## config.mk

```make
export PLATFORM = sky130hd
export DESIGN_NAME = sobel_hls_deadlock_arbiter
export DESIGN_NICKNAME = d
export VERILOG_FILES = /design/src/rtl/sobel_hls_deadlock_arbiter.sv
export SDC_FILE = /design/constraint.sdc
export NUM_CORES = 1
export LEC_CHECK = 0
export CORE_MARGIN = 3
export CORE_UTILIZATION = 40
export DETAILED_ROUTE_END_ITERATION = 12
export PLACE_DENSITY = 0.64
export SLEW_MARGIN = 25
export SYNTH_ARGS = -nofsm -noshare
export SYNTH_HDL_FRONTEND = slang
export SYNTH_SLANG_ARGS = --single-unit
```

## constraint.sdc

```tcl
create_clock -name i_clock -period 2.6 [get_ports i_clock]
set_clock_uncertainty 0.05 [all_clocks]
set_input_delay 0.39 -clock i_clock [delete_from_list [all_inputs] [get_ports i_clock]]
set_output_delay 0.39 -clock i_clock [all_outputs]
set_load 0.02 [all_outputs]
```

## src/rtl/sobel_hls_deadlock_arbiter.sv

```systemverilog
// Deadlock arbiter: qualifies monitor block flags, picks a culprit round-robin.
// Optional cycle stamp: define SOBEL_HLS_DEADLOCK_TIMESTAMP_EN.
module sobel_hls_deadlock_arbiter #(
  parameter int NUM_MON = 4,
  parameter int CNT_W   = 16,
  parameter int THRESH  = 1024
) (
  input  logic                       i_clock,
  input  logic                       i_reset_n,
  input  logic                       i_enable,
  input  logic [NUM_MON-1:0]         i_mon_block,
  input  logic [NUM_MON-1:0]         i_inst_idle,
  output logic                       o_deadlock_valid,
  input  logic                       i_deadlock_ready,
  output logic [$clog2(NUM_MON)-1:0] o_deadlock_idx,
  output logic [NUM_MON-1:0]         o_deadlock_mask,
  output logic [31:0]                o_deadlock_time,
  output logic                       o_busy
);

  localparam int IDX_W = $clog2(NUM_MON);

  typedef enum logic [2:0] {
    S_IDLE,
    S_WATCH,
    S_SCAN,
    S_REPORT,
    S_HOLD
  } state_t;

  state_t             r_state;
  state_t             w_next;
  logic [NUM_MON-1:0] r_block;
  logic [NUM_MON-1:0] r_idle;
  logic [NUM_MON-1:0] r_prev;
  logic [NUM_MON-1:0] r_mask;
  logic [CNT_W-1:0]   r_cnt;
  logic [IDX_W-1:0]   r_rr;
  logic [IDX_W-1:0]   r_scan;
  logic [IDX_W-1:0]   r_idx;
  logic [NUM_MON-1:0] w_active;
  logic [IDX_W-1:0]   w_scan_nxt;
  logic               w_stable;
  logic               w_trig;
  logic               w_hit;

  assign w_active   = r_block & ~r_idle;
  assign w_stable   = (w_active == r_prev) && (w_active != '0);
  assign w_trig     = w_stable && (r_cnt == CNT_W'(THRESH - 1));
  assign w_hit      = r_mask[r_scan];
  assign w_scan_nxt = (r_scan == IDX_W'(NUM_MON - 1)) ? '0 : r_scan + 1'b1;

  assign o_deadlock_valid = (r_state == S_REPORT);
  assign o_busy           = (r_state != S_IDLE);
  assign o_deadlock_idx   = r_idx;
  assign o_deadlock_mask  = r_mask;

  // Register the monitor flags once before any decision uses them.
  always_ff @(posedge i_clock or negedge i_reset_n) begin
    if (!i_reset_n) begin
      r_block <= '0;
      r_idle  <= '0;
    end else begin
      r_block <= i_mon_block;
      r_idle  <= i_inst_idle;
    end
  end

  // State register.
  always_ff @(posedge i_clock or negedge i_reset_n) begin
    if (!i_reset_n) r_state <= S_IDLE;
    else            r_state <= w_next;
  end

  // Next-state decode; a started report always completes its handshake.
  always_comb begin
    w_next = r_state;
    unique case (r_state)
      S_IDLE: begin
        if (i_enable) w_next = S_WATCH;
      end
      S_WATCH: begin
        if (!i_enable)   w_next = S_IDLE;
        else if (w_trig) w_next = S_SCAN;
      end
      S_SCAN: begin
        if (!i_enable)  w_next = S_IDLE;
        else if (w_hit) w_next = S_REPORT;
      end
      S_REPORT: begin
        if (i_deadlock_ready) w_next = i_enable ? S_HOLD : S_IDLE;
      end
      S_HOLD: begin
        if (!i_enable)             w_next = S_IDLE;
        else if (w_active == '0)   w_next = S_WATCH;
      end
      default: w_next = S_IDLE;
    endcase
  end

  // Persistence counter, latched report fields and round-robin pointer.
  always_ff @(posedge i_clock or negedge i_reset_n) begin
    if (!i_reset_n) begin
      r_cnt  <= '0;
      r_prev <= '0;
      r_mask <= '0;
      r_rr   <= '0;
      r_scan <= '0;
      r_idx  <= '0;
    end else begin
      unique case (r_state)
        S_IDLE: begin
          r_cnt  <= '0;
          r_prev <= '0;
        end
        S_WATCH: begin
          if (!i_enable) begin
            r_cnt  <= '0;
            r_prev <= '0;
          end else begin
            r_prev <= w_active;
            if (!w_stable)  r_cnt <= '0;
            else if (~&r_cnt) r_cnt <= r_cnt + 1'b1;
            if (w_trig) begin
              r_mask <= w_active;
              r_scan <= r_rr;
            end
          end
        end
        S_SCAN: begin
          if (!i_enable) begin
            r_cnt  <= '0;
            r_prev <= '0;
          end else if (w_hit) begin
            r_idx <= r_scan;
            r_rr  <= w_scan_nxt;
          end else begin
            r_scan <= w_scan_nxt;
          end
        end
        S_REPORT: begin
          r_cnt <= r_cnt;
        end
        S_HOLD: begin
          if (!i_enable) begin
            r_cnt  <= '0;
            r_prev <= '0;
          end else begin
            r_prev <= w_active;
            if (w_active == '0) r_cnt <= '0;
          end
        end
        default: begin
          r_cnt  <= '0;
          r_prev <= '0;
        end
      endcase
    end
  end

`ifdef SOBEL_HLS_DEADLOCK_TIMESTAMP_EN
  logic [31:0] r_cycle;
  logic [31:0] r_time;

  // Free-running cycle count, stamped when the blocked mask is latched.
  always_ff @(posedge i_clock or negedge i_reset_n) begin
    if (!i_reset_n) begin
      r_cycle <= '0;
      r_time  <= '0;
    end else begin
      r_cycle <= r_cycle + 32'd1;
      if ((r_state == S_WATCH) && i_enable && w_trig) r_time <= r_cycle;
    end
  end

  assign o_deadlock_time = r_time;
`else
  assign o_deadlock_time = 32'd0;
`endif

endmodule
```

==> results of run 1 <==
-- metrics by stage --
| stage | cell area [um2] | hold slack, ns |
|---|---|---|
| 3_3_place_gp | 2532 | 0.4393 |
| 4_1_cts | 2666 | 0.2049 |
| 5_1_grt | 2695 | 0.02580 |
| 6_report | 2695 | 0.005731 |
| 3_5_place_dp | 2532 | 0.4444 |
| 2_1_floorplan | 2437 | 0.04441 |
-- path summary, 6_finish.rpt --
check / start / to / depth (start not counted)
worst max-delay path: r_block[2] / r_cnt[14] / 6
worst min-delay path: i_reset_n / o_deadlock_idx[0] / 1
worst max register to register: r_block[2] / r_cnt[14] / 6
worst min register to register: o_deadlock_idx[0] / o_deadlock_idx[0] / 1
max in group asynchronous: i_reset_n / r_cnt[3] / 2
min in group i_clock: o_deadlock_idx[0] / o_deadlock_idx[0] / 1
-- flip-flops by register name (all words and copies together) (netlist names) --
name             flops
r_rr                 2
r_state              3
r_scan               2
r_block              4
r_idle               4
r_cnt               16
o_deadlock_idx       2
r_prev               4
o_deadlock_mask      4
-- synth_stat cells, types with 3 or more instances --
| cell | number | area share |
|---|---|---|
| nand2_1 | 14 | 0.023 |
| o21bai_1 | 4 | 0.013 |
| xor2_1 | 4 | 0.015 |
| nor2_1 | 18 | 0.029 |
| or3_1 | 3 | 0.0081 |
| o21ai_0 | 9 | 0.019 |
| buf_2 | 3 | 0.0065 |
| buf_4 | 32 | 0.10 |
| a21oi_1 | 8 | 0.017 |
| nor3_1 | 5 | 0.011 |
| nand4_1 | 6 | 0.016 |
| mux2_2 | 9 | 0.044 |
| nand3_1 | 7 | 0.015 |
| o31ai_1 | 7 | 0.023 |
| mux2i_1 | 3 | 0.013 |
| dfrtp_1 | 41 | 0.44 |
| and3_1 | 3 | 0.0081 |
| a21o_1 | 4 | 0.013 |
| or4_1 | 7 | 0.023 |
| a22oi_1 | 4 | 0.013 |
| nor2b_1 | 3 | 0.0081 |
-- layout make-up --
| cell class | count | area (um2) |
|---|---|---|
| fill | 538 | 2879 |
| multi-input combinational | 179 | 1120 |
| sequential | 41 | 1026 |
| timing repair buffer | 34 | 317.8 |
| tap | 72 | 90.09 |
| clock buffer | 5 | 68.82 |
| clock inverter | 3 | 65.06 |
| inverter | 2 | 7.507 |
-- worst max-delay path, stage by stage (launching register included) --
cell and delay [ns]:
dfrtp_1 0.37, nor2b_4 0.14, or4_4 0.56, and3_4 0.19, a21o_2 0.31, or4_1 0.49, a21oi_1 0.16
-- power groups by stage --
stage	clock (mW)	combinational, mW	sequential, mW
after floorplan	0	0.119	0.666
after global placement	0	0.122	0.669
after detailed placement	0	0.123	0.669
after CTS	0.618	0.123	0.657
after global routing	0.642	0.141	0.658
final	0.601	0.127	0.657
-- kinds of logic after synthesis --
family | count (synthesis)
other cells | 1
flops | 41
compound gates | 46
fa+ha+maj | 2
mux | 13
simple gates | 81
xor+xnor | 5
buf+inv | 41
-- per-layer routing --
metal	share of wire	GRT usage	wire length (um)	vias up
li1	-	-	-	838
met1	0.47	0.1833	2005	788
met2	0.46	0.2205	1958	48
met3	0.051	0.01952	217	4
met4	0.012	0.05482	50	0
met5	0	0	0	-
==> impl_metrics.yaml, run 1 <==
setup_path:
  cp_max_fo: 17
  cp-end-kind: "register"
  cp.required_ns: 2.77
  start_kind: "register"
  cp_data_arrival_time_ns: 2.52
  worst-setup-path-type: "reg -> reg"
  r2r_slack_ns: 0.25
power:
  netSwitchingPower_mw: 0.3123
  p_comb_frac: 0.092
  peakVddDrop_v: 0.0002698
  fin_total_pwr_mw: 1.384
  power_density_mw_per_mm2: 513.7
  p_leak_nw: 1.221
  swShare: 0.2256
  clkPwrFrac: 0.434
  share_seq_of_total_power: 0.474
  power.internal_mw: 1.072
layout:
  drive_gt1_frac: 0.1591
  fin_nets: 277
  layout_common_cells: "dfrtp_1, conb_1, nor2_1, clkdlybuf4s50_1"
  area_growth_pct: 16.12
  final_cells: 336
  final_util: 0.4835
  diodes: 0
  final_common_cell: "dfrtp_1"
yosys:
  yosys_warnings: 0
  synth_edf_count: 0
  yosys.area_share.adder: 0.01078
  synthFlopType: "dfrtp_1"
  synth_mux_area_frac: 0.06631
  synthArstFlopShare: 1.000
  ys_seq_area_frac: 0.4420
  synth_top_family_by_area: "simple AND/OR/NAND/NOR gates"
  synth_simple_gate_area_share: 0.2022
  synth_compound_area_frac: 0.1321
  ys_types: 47
  syn_inst: 230
  synth_xor_area_frac: 0.01887
  syn_avg_cell_area_um2: 10.09
  synth_seq_cells: 41
  syn_area_mm2: 0.002321
clock_network:
  htreeDepth: 2
  post_cts_buffers: 0
  cts_buffers: 5
  path_clk_slew_ns: 0.08
  cts-root-buf: "clkbuf_8"
  hold_buffers: 0
  cts_resized: 0
  cts_tree: "yes"
  clkSinkCount: 41
  worstSkewPairLatency_ns: 0.29
  cts_buffer_depth: 2
floorplanning:
  start_util: 0.4164
  die_width_um: 82.18
  dieArea_mm2: 0.006753
  ios: 52
  die_h_um: 82.18
  rows: 27
  fp.coreArea_mm2: 0.005574
place:
  dp_hpwl_mm: 3.007
  dpl.cell_count: 327
  port_buffers: 19
  globalplace.congestion: 0.7666
  preCtsSetupSlack_ns: -0.02086
worst_hold_path:
  min_path_type: "in -> async"
sta:
  setup_tns_ns: 0
  finalHoldViolCount: 0
  tightest_slew_ns: 0.4958
  period_needed_ns: 2.350
  slew_violations: 0
  setup_slack_ns: 0.2498
  timing.slew.headroom: 0.6609
  post-route-period-util: 0.9039
  max_freq_mhz: 425.5
  setup_viol: 0
  rsz0062_at_grt: "no"
route:
  viasPerCell: 4.994
  drt-total-wl_mm: 4.231
  drc_errors: 0
  ant_nets: 0
  detailedRoute.firstPassIterationCount: 4
  num_vias: 1678
  drtIter0Drc: 105
  routedWlPerCell_um: 12.59
run_status:
  status: "finished clean"
global_routing:
  grt_overflow: 0
  antenna_found_initial: 0
  grt_max_degree: 42
  grt_pass1_vias: 1564
  grt_use_total: 0.1362
  grt_pass1_wl_mm: 7.107
flow_run:
  drv_cap: 0
Note: power is estimated with default switching activity, not from simulation.
==> run 2: changes to the inputs <==
clock period = 2.9 ns   (was 2.6 ns; I/O delays follow)
==> impl_metrics.yaml, run 2 (synthesis gave the netlist of run 1 again) <==
power:
  power_density_mw_per_mm2: 419.4
  p_leak_nw: 1.143
  swShare: 0.2737
  power.internal_mw: 0.7832
  clkPwrFrac: 0.354
  peakVddDrop_v: 0.0003109
  share_seq_of_total_power: 0.546
  netSwitchingPower_mw: 0.2951
  p_comb_frac: 0.100
  fin_total_pwr_mw: 1.078
clock_network:
  post_cts_buffers: 0
  cts_tree: "yes"
  cts_buffer_depth: 2
  clkSinkCount: 41
  htreeDepth: 2
  worstSkewPairLatency_ns: 0.30
  cts_resized: 0
  hold_buffers: 0
  path_clk_slew_ns: 0.08
  cts-root-buf: "clkbuf_8"
  cts_buffers: 5
global_routing:
  antenna_found_initial: 0
  grt_use_total: 0.1335
  grt-busiest-layer: "met1"
  grt_use_met1: 0.1994
  grt_pass1_vias: 1420
  gr-usage-met3: 0.03579
  use_met2: 0.1850
  grt_overflow: 0
  grt_max_degree: 42
  grt_pass1_wl_mm: 6.900
setup_path:
  cp.required_ns: 3.08
  cpMaxStageDelayCell: "or4_1"
  r2r_cells: 6
  cp_max_fo: 17
  cp_slowest_stage_delay_ns: 0.52
  start_kind: "register"
  cp_data_arrival_time_ns: 2.64
  crit_chain: "nor2b_1, o41ai_1, o21ai_0, a21o_1, or4_1, a21oi_1"
  worst-setup-path-type: "reg -> reg"
  cp-end-kind: "register"
floorplanning:
  die_h_um: 82.18
  ios: 52
  start_util: 0.4164
  rows: 27
  die_width_um: 82.18
  dieArea_mm2: 0.006753
  fp.coreArea_mm2: 0.005574
route:
  detailedRoute.firstPassIterationCount: 4
  ant_nets: 0
  drc_errors: 0
  num_vias: 1682
  drtIter0Drc: 107
  routedWlPerCell_um: 12.64
  viasPerCell: 5.128
  drt-total-wl_mm: 4.146
layout:
  area_growth_pct: 10.78
  largest_register_ffs: 16
  drive_gt1_frac: 0.1289
  diodes: 0
  top_register: "r_cnt"
  fillers: 535
  regArea_mm2: 0.001026
  multi_input_area_mm2: 0.001119
  final_common_cell: "dfrtp_1"
  layout_common_cells: "dfrtp_1, conb_1, nor2_1, clkdlybuf4s50_1, nand2_1"
  fin_nets: 269
sta:
  post-route-period-util: 0.8477
  timing.slew.headroom: 0.4061
  finalHoldViolCount: 0
  slew_violations: 0
  rsz0062_at_grt: "no"
  setup_tns_ns: 0
  max_freq_mhz: 406.8
  setup_viol: 0
  setup_slack_ns: 0.4418
  period_needed_ns: 2.458
  hold_slack_ns: 0.1992
  tightest_slew_ns: 0.8908
place:
  dp_hpwl_mm: 3.041
  globalplace.congestion: 0.7662
  preCtsSetupSlack_ns: 0.1758
  port_buffers: 19
run_status:
  status: "finished clean"
flow_run:
  drv_cap: 0
worst_hold_path:
  min_path_type: "in -> async"
==> run 2: power by group through the flow <==
stage          sequential, mW  clock (mW)  combinational, mW
6_report                0.588       0.382              0.108
5_1_grt                 0.590       0.427              0.121
4_1_cts                 0.589       0.395              0.109
3_5_place_dp            0.600           0              0.109
3_3_place_gp            0.600           0              0.108
2_1_floorplan           0.597           0              0.107
==> run 2: worst max-delay path: cells and delay by family, from the launching register on <==
kind / cells / cell delay [ns]
and+or+nand+nor: 2 / 0.71
AOI/OAI and AO/OA: 4 / 1.26
DFF: 1 / 0.36
==> run 2: path summary, 6_finish.rpt <==
check,end,startpoint,slack (ns)
worst max-delay path,r_cnt[12],r_block[3],0.44
worst min-delay path,o_deadlock_idx[0],i_reset_n,0.20
worst max register to register,r_cnt[12],r_block[3],0.44
worst min register to register,o_deadlock_idx[1],o_deadlock_idx[1],0.46
max in group asynchronous,r_cnt[3],i_reset_n,2.05
min in group i_clock,o_deadlock_idx[1],o_deadlock_idx[1],0.46
==> run 2: area by class of cell <==
type                            count  area share
Clock inverter                      3    0.008759
Timing Repair Buffer               26     0.09246
Sequential cell                    41      0.3990
Multi-Input combinational cell    179      0.4350
Tap cell                           72     0.03504
Inverter                            2    0.002920
Clock buffer                        5     0.02676
==> run 2: metrics by stage <==
step	util	cell area [um2]	cells
after floorplan	-	2437	261
after global placement	0.4449	2480	320
after detailed placement	0.4449	2480	320
after CTS	0.4613	2571	328
after global routing	0.4613	2571	328
final	0.4613	2571	328
==> run 2: metal layers <==
metal	vias to the layer above	wire length, um
met1	808	2066
met4	0	51
met2	42	1849
li1	828	-
met5	-	0
met3	4	179
